[src/rtl/press_generator_if.sv]
// Bundles the request side and press-waveform side of press_generator.
// Latency: wires only, no delay.
// Backpressure: none; requests are accepted or counted, never stalled.
interface press_generator_if #(
    parameter int PW = 2
);
    logic          i_pulse_n;
    logic          i_clr_ovf;
    logic          o_output_n;
    logic          o_busy;
    logic [PW-1:0] o_pending;
    logic          o_overflow;

    modport master (
        output i_pulse_n,
        output i_clr_ovf,
        input  o_output_n,
        input  o_busy,
        input  o_pending,
        input  o_overflow
    );

    modport slave (
        input  i_pulse_n,
        input  i_clr_ovf,
        output o_output_n,
        output o_busy,
        output o_pending,
        output o_overflow
    );
endinterface

[src/rtl/press_generator.sv]
// Turns active-low request pulses into HOLD-low / GAP-high press waveforms.
// Latency: output falls one edge after a request is sampled in IDLE.
// Backpressure: none; extra requests queue up to MAX_PENDING, then are dropped and flagged.
module press_generator #(
    parameter int  HOLD_CYCLES = 4,
    parameter int  GAP_CYCLES  = 2,
    parameter int  MAX_PENDING = 3,
    localparam int PW          = $clog2(MAX_PENDING + 1)
) (
    input  logic            i_clk,
    input  logic            i_rst,
    press_generator_if.slave bus
);
    localparam int MAX_HG = (HOLD_CYCLES > GAP_CYCLES) ? HOLD_CYCLES : GAP_CYCLES;
    localparam int CW     = (MAX_HG > 1) ? $clog2(MAX_HG) : 1;

    localparam logic [1:0] ST_IDLE    = 2'd0;
    localparam logic [1:0] ST_PRESS   = 2'd1;
    localparam logic [1:0] ST_RELEASE = 2'd2;

    localparam logic [CW-1:0] HOLD_LD  = CW'(HOLD_CYCLES - 1);
    localparam logic [CW-1:0] GAP_LD   = CW'(GAP_CYCLES - 1);
    localparam logic [PW-1:0] PEND_MAX = PW'(MAX_PENDING);

    logic [1:0]    state_q, state_d;
    logic [CW-1:0] cnt_q, cnt_d;
    logic [PW-1:0] pending_q, pending_d;
    logic          overflow_q, overflow_d;

    logic req;
    logic launch;
    logic ovf_set;

    assign req    = ~bus.i_pulse_n;
    assign launch = (state_q == ST_RELEASE) && (cnt_q == '0);

    always_comb begin
        state_d   = state_q;
        cnt_d     = cnt_q;
        pending_d = pending_q;
        ovf_set   = 1'b0;

        case (state_q)
            ST_IDLE: begin
                if (req) begin
                    state_d = ST_PRESS;
                    cnt_d   = HOLD_LD;
                end
            end
            ST_PRESS: begin
                if (cnt_q == '0) begin
                    state_d = ST_RELEASE;
                    cnt_d   = GAP_LD;
                end else begin
                    cnt_d = cnt_q - 1'b1;
                end
            end
            ST_RELEASE: begin
                if (cnt_q == '0) begin
                    if ((pending_q != '0) || req) begin
                        state_d = ST_PRESS;
                        cnt_d   = HOLD_LD;
                    end else begin
                        state_d = ST_IDLE;
                    end
                end else begin
                    cnt_d = cnt_q - 1'b1;
                end
            end
            default: begin
                state_d = ST_IDLE;
                cnt_d   = '0;
            end
        endcase

        // A request coinciding with a launch feeds that launch directly, so the queue is untouched.
        if (state_q != ST_IDLE) begin
            if (req && !launch) begin
                if (pending_q < PEND_MAX) begin
                    pending_d = pending_q + PW'(1);
                end else begin
                    ovf_set = 1'b1;
                end
            end else if (launch && !req && (pending_q != '0)) begin
                pending_d = pending_q - PW'(1);
            end
        end

        overflow_d = ovf_set | (overflow_q & ~bus.i_clr_ovf);
    end

    always_ff @(posedge i_clk or negedge i_rst) begin
        if (!i_rst) begin
            state_q    <= ST_IDLE;
            cnt_q      <= '0;
            pending_q  <= '0;
            overflow_q <= 1'b0;
        end else begin
            state_q    <= state_d;
            cnt_q      <= cnt_d;
            pending_q  <= pending_d;
            overflow_q <= overflow_d;
        end
    end

    assign bus.o_output_n = (state_q != ST_PRESS);
    assign bus.o_busy     = (state_q != ST_IDLE);
    assign bus.o_pending  = pending_q;
    assign bus.o_overflow = overflow_q;
endmodule

[src/flat_wrapper.sv]
// flat-port wrapper written by rule: the top's interface ports become plain ports
module press_generator_flat 
#(
    parameter int  HOLD_CYCLES = 4,
    parameter int  GAP_CYCLES  = 2,
    parameter int  MAX_PENDING = 3,
    localparam int PW          = $clog2(MAX_PENDING + 1)
)
  (i_clk, i_rst, bus_i_pulse_n, bus_i_clr_ovf, bus_o_output_n, bus_o_busy, bus_o_pending, bus_o_overflow);
  press_generator_if bus_i ();
  input  logic i_clk;
  input  logic i_rst;
  input wire logic [$bits(bus_i.i_pulse_n)-1:0] bus_i_pulse_n;
  input wire logic [$bits(bus_i.i_clr_ovf)-1:0] bus_i_clr_ovf;
  output wire logic [$bits(bus_i.o_output_n)-1:0] bus_o_output_n;
  output wire logic [$bits(bus_i.o_busy)-1:0] bus_o_busy;
  output wire logic [$bits(bus_i.o_pending)-1:0] bus_o_pending;
  output wire logic [$bits(bus_i.o_overflow)-1:0] bus_o_overflow;
  assign bus_i.i_pulse_n = bus_i_pulse_n;
  assign bus_i.i_clr_ovf = bus_i_clr_ovf;
  assign bus_o_output_n = bus_i.o_output_n;
  assign bus_o_busy = bus_i.o_busy;
  assign bus_o_pending = bus_i.o_pending;
  assign bus_o_overflow = bus_i.o_overflow;
  press_generator #(.HOLD_CYCLES(HOLD_CYCLES), .GAP_CYCLES(GAP_CYCLES), .MAX_PENDING(MAX_PENDING)) u_core (.i_clk(i_clk), .i_rst(i_rst), .bus(bus_i));
endmodule
[config.mk]
export PLATFORM = sky130hd
export DESIGN_NAME = press_generator_flat
export DESIGN_NICKNAME = d
export VERILOG_FILES = /design/src/rtl/press_generator_if.sv /design/src/rtl/press_generator.sv /design/src/flat_wrapper.sv
export SDC_FILE = /design/constraint.sdc
export NUM_CORES = 1
export LEC_CHECK = 0
export ABC_AREA = 1
export CAP_MARGIN = 20
export CORE_AREA = 8 8 45 47
export DETAILED_ROUTE_END_ITERATION = 10
export DIE_AREA = 0 0 53 55
export SLEW_MARGIN = 25
export SYNTH_ARGS = -nofsm -noshare
export SYNTH_HDL_FRONTEND = slang
export SYNTH_SLANG_ARGS = --single-unit
[constraint.sdc]
create_clock -name i_clk -period 1.55 [get_ports i_clk]
set_clock_uncertainty 0.2 [all_clocks]
set_input_delay 0.31 -clock i_clk [delete_from_list [all_inputs] [get_ports i_clk]]
set_output_delay 0.31 -clock i_clk [all_outputs]
set_load 0.05 [all_outputs]
==> impl_summary.md <==
Cells and area
The finished cells cover 722 µm². The final design utilization is 0.522. The signed area change from the synthesized netlist to the final layout is 56.8%. The count of inserted antenna diode cells is 0. The fraction of final layout cells sized beyond drive strength 1 is 0.365. The net count reported at finish is 92.

STA
Setup repair after global routing could not meet its margin everywhere. The final worst slack is -0.00124 ns. The worst relative slew slack is 0.771.

The final number of max-transition violations is 0. The number of failing setup endpoints in the final timing report is 1. The worst path in the final design needs a cycle of 1.55 ns, including I/O delays and setup.

In the finished design, the share of the clock period the worst path needs comes to 1.00. The transition time at the pin with the least slew margin is 0.343 ns. The count of endpoints failing hold in the final timing report was 0. The highest achievable clock rate is 645 MHz.

Logic synthesis
Sorting the synthesized cells by how often they occur yields sky130_fd_sc_hd__nand2_1 (18), sky130_fd_sc_hd__inv_1 (9), sky130_fd_sc_hd__dfrtp_1 (7), sky130_fd_sc_hd__nand3_1 (7), sky130_fd_sc_hd__nor2_1 (5). The count of unique library cells instantiated by Yosys is 17. Of the synthesized area, sequential elements account for 0.380. In the synthesized netlist the dominant register cell turns out to be sky130_fd_sc_hd__dfrtp_1.

The async set-reset flop share out of synthesis is 1.00. Each instance of the synthesized netlist takes up on average 7.08 µm². The count of state elements after synthesis is 7. In the post-synthesis netlist, the cell with the most instances is sky130_fd_sc_hd__nand2_1. The area of the mapped netlist is 460 µm². The yosys synthesis warning count is 0. The number of nets in the synthesized netlist is 71. The cell type with the highest aggregate area in the netlist is sky130_fd_sc_hd__dfrtp_1. In this run, synthesis inferred 0 flip-flops with an integrated enable. The portion of synthesized cell area occupied by the leading cell type is 0.380. After technology mapping, the gate count stands at 65. By area the synthesized netlist is led by sky130_fd_sc_hd__dfrtp_1 (38%), sky130_fd_sc_hd__nand2_1 (15%), sky130_fd_sc_hd__nand3_1 (7.6%), sky130_fd_sc_hd__inv_1 (7.3%), sky130_fd_sc_hd__ha_1 (5.4%).

CTS
The cts-stage hold buffer count is 0. CTS placed an instance of sky130_fd_sc_hd__clkbuf_4 at the clock tree root. The clock edge transition at the registers on the reported setup and hold paths is 0.05 ns. CTS saw 7 sinks. In this run, CTS created clock tree buffers numbering 3. For the worst-skew pair, the clock arrives at the later sink with an insertion delay of 0.25 ns.

TritonCTS built the clock tree. The clock tree buffer depth is 2. CTS built an H-tree with a depth of 1.

Route
In this run the remaining antenna-violating nets after routing total 0. After detailed routing, the average wire length per cell comes to 10.8 µm. The total via count in the routed design is 462. After detailed routing, the total wire length is 1.09 mm.

The number of iterations in the first detailed-routing pass is 3. The number of DRC markers after the initial detailed-route iteration is 2. The number of vias per cell after detailed routing is 4.57. The count of unresolved DRC violations after routing is 0.

Worst setup path
STA classifies the critical path endpoint as an output pin. The worst setup path is launched from a register. The critical path class is register to output pin. The maximum fanout encountered on the critical timing path is 3.

The critical path launch point is u_core.state_q[0]$_DFFE_PN0P_. The beginning of the worst register-to-register path is u_core.state_q[0]$_DFFE_PN0P_. The worst path required time is 1.04 ns. The arrival time at the worst endpoint is 1.04 ns.

Floorplanning
In this run the vertical extent of the chip is 55 µm. The floorplan step set the die width to 53 µm. The effective utilization at floorplan is 0.333. 9 I/O pins were placed.

The placeable core region is 1380 µm². The standard-cell row count is 14. The overall die area is 2920 µm².

Power and ir drop
The post-layout total power is 1830 µW. The share of total power in the clock network is 0.090. The internal power consumption is 955 µW. For this design the static power due to leakage is 0.000347 µW. The maximum ir drop on the vdd rail is 0.000951 V. Of the total power, combinational logic draws 0.697. The switching share of power is 0.479.

The part of the total power dissipated in sequential elements is 0.213. The analysis attributes to net switching a power of 878 µW. Power spread over the standard cell area amounts to 2540 nW/µm².

Global route
Entering global routing, the biggest net connects 8 pins. The peak-usage layer in the global routing report is met2. In the global route stage, met3 resource usage came out at 0.0642. The number of global-route vias before repair came to 425. The first global-routing pass estimated 1.70 mm of wire. For this run, global-route usage on met2 was measured as 0.119. The met1 demand-to-capacity share in global routing is 0.0909.

The number of antenna violations at the first check in global routing is 0. Summed over all layers, the global routing overflow is 0. The total routing resource utilization after global routing is 0.0807.

Place
The HPWL after detailed placement is 815 µm. Port buffering added 8 buffers. Once placement finished, the instance area stood at 628 µm². At the end of routability-driven placement, the weighted congestion stood at 0.691.

Hold path
The path class of the tightest hold or removal check is input port to async pin.

Outcome
The final reports fail on setup timing. The run finished, with violations left.

Run
Max-cap violations in this run came to 0.
## area by class of cell
type                       count  area, µm²
fill                         137        662
multi-input combinational     46        265
timing repair buffer          16        185
sequential                     7        178
inverter                      12       47.5
clock buffer                   4       26.3
tap                           16       20.0
## layout by cell type, fill, tap and decap left out, types with 2 or more instances in the layout
cell type,count
sky130_fd_sc_hd__o21ai_1,3
sky130_fd_sc_hd__clkdlybuf4s50_1,3
sky130_fd_sc_hd__inv_1,6
sky130_fd_sc_hd__o21ai_0,4
sky130_fd_sc_hd__dfrtp_1,5
sky130_fd_sc_hd__buf_12,4
sky130_fd_sc_hd__nand2_1,17
sky130_fd_sc_hd__nor2_1,5
sky130_fd_sc_hd__clkbuf_4,3
sky130_fd_sc_hd__buf_4,8
sky130_fd_sc_hd__nand2_2,2
sky130_fd_sc_hd__nand3_1,6
sky130_fd_sc_hd__inv_2,4
sky130_fd_sc_hd__dfrtp_2,2
## worst paths after layout
kind	to	slack (ns)	cells after the start
max in group asynchronous	u_core.state_q[0]$_DFFE_PN0P_	0.75	1
setup reg to reg	u_core.bus.o_pending[1]$_DFFE_PN0P_	0.09	9
hold / removal	u_core.bus.o_overflow$_DFF_PN0_	0.12	1
setup / recovery	bus_o_busy	-0.001	3
min in group i_clk	u_core.cnt_q[1]$_DFFE_PN0P_	0.37	2
hold reg to reg	u_core.cnt_q[1]$_DFFE_PN0P_	0.37	2
## through the flow
step                      setup slack (ns)  hold WS, ns  TNS [ns]  cells
final                             -0.00124        0.125  -0.00124    101
after floorplan                     0.0225       -0.186         0     65
after global routing               -0.0447        0.151    -0.101    101
after CTS                          -0.0145        0.127   -0.0145     99
after detailed placement            -0.103        0.348    -0.336     93
after global placement             -0.0776        0.331    -0.237     93
## what timing repair did
action,in CTS,in global routing
resized for setup,6,7
pin swaps,1,1
buffers inserted,2,2
endpoints found under the setup margin,2,4
## registers in the layout, summed over array words and instances, names as in the netlist
| signal | count |
|---|---|
| u_core.bus.o_overflow | 1 |
| u_core.bus.o_pending | 2 |
| u_core.cnt_q | 2 |
| u_core.state_q | 2 |
## kinds of logic after synthesis
group | synth area share
buffers and inverters | 0.0978
adder cells (fa/ha/maj) | 0.0543
AO/OA/AOI/OAI | 0.139
flip-flops | 0.380
AND/OR/NAND/NOR | 0.329
## layer usage
| metal | wire [µm] | vias to the layer above |
|---|---|---|
| li1 | - | 247 |
| met1 | 456 | 206 |
| met2 | 523 | 9 |
| met3 | 111 | 0 |
| met4 | 0 | 0 |
| met5 | 0 | - |
## critical path, cell delays in order, from the launching register on
cell and delay, ns:
sky130_fd_sc_hd__dfrtp_2 0.44, sky130_fd_sc_hd__nor2_4 0.14, sky130_fd_sc_hd__inv_2 0.06, sky130_fd_sc_hd__buf_8 0.15
## power by group through the flow
| stage | sequential, µW | combinational (µW) | clock (µW) |
|---|---|---|---|
| global route | 406 | 1380 | 184 |
| global placement | 390 | 1080 | 0 |
| detailed placement | 395 | 1090 | 0 |
| CTS | 388 | 1180 | 172 |
| finish | 391 | 1280 | 165 |
| floorplan | 487 | 545 | 0 |
Note: power is estimated with default switching activity, not from simulation.
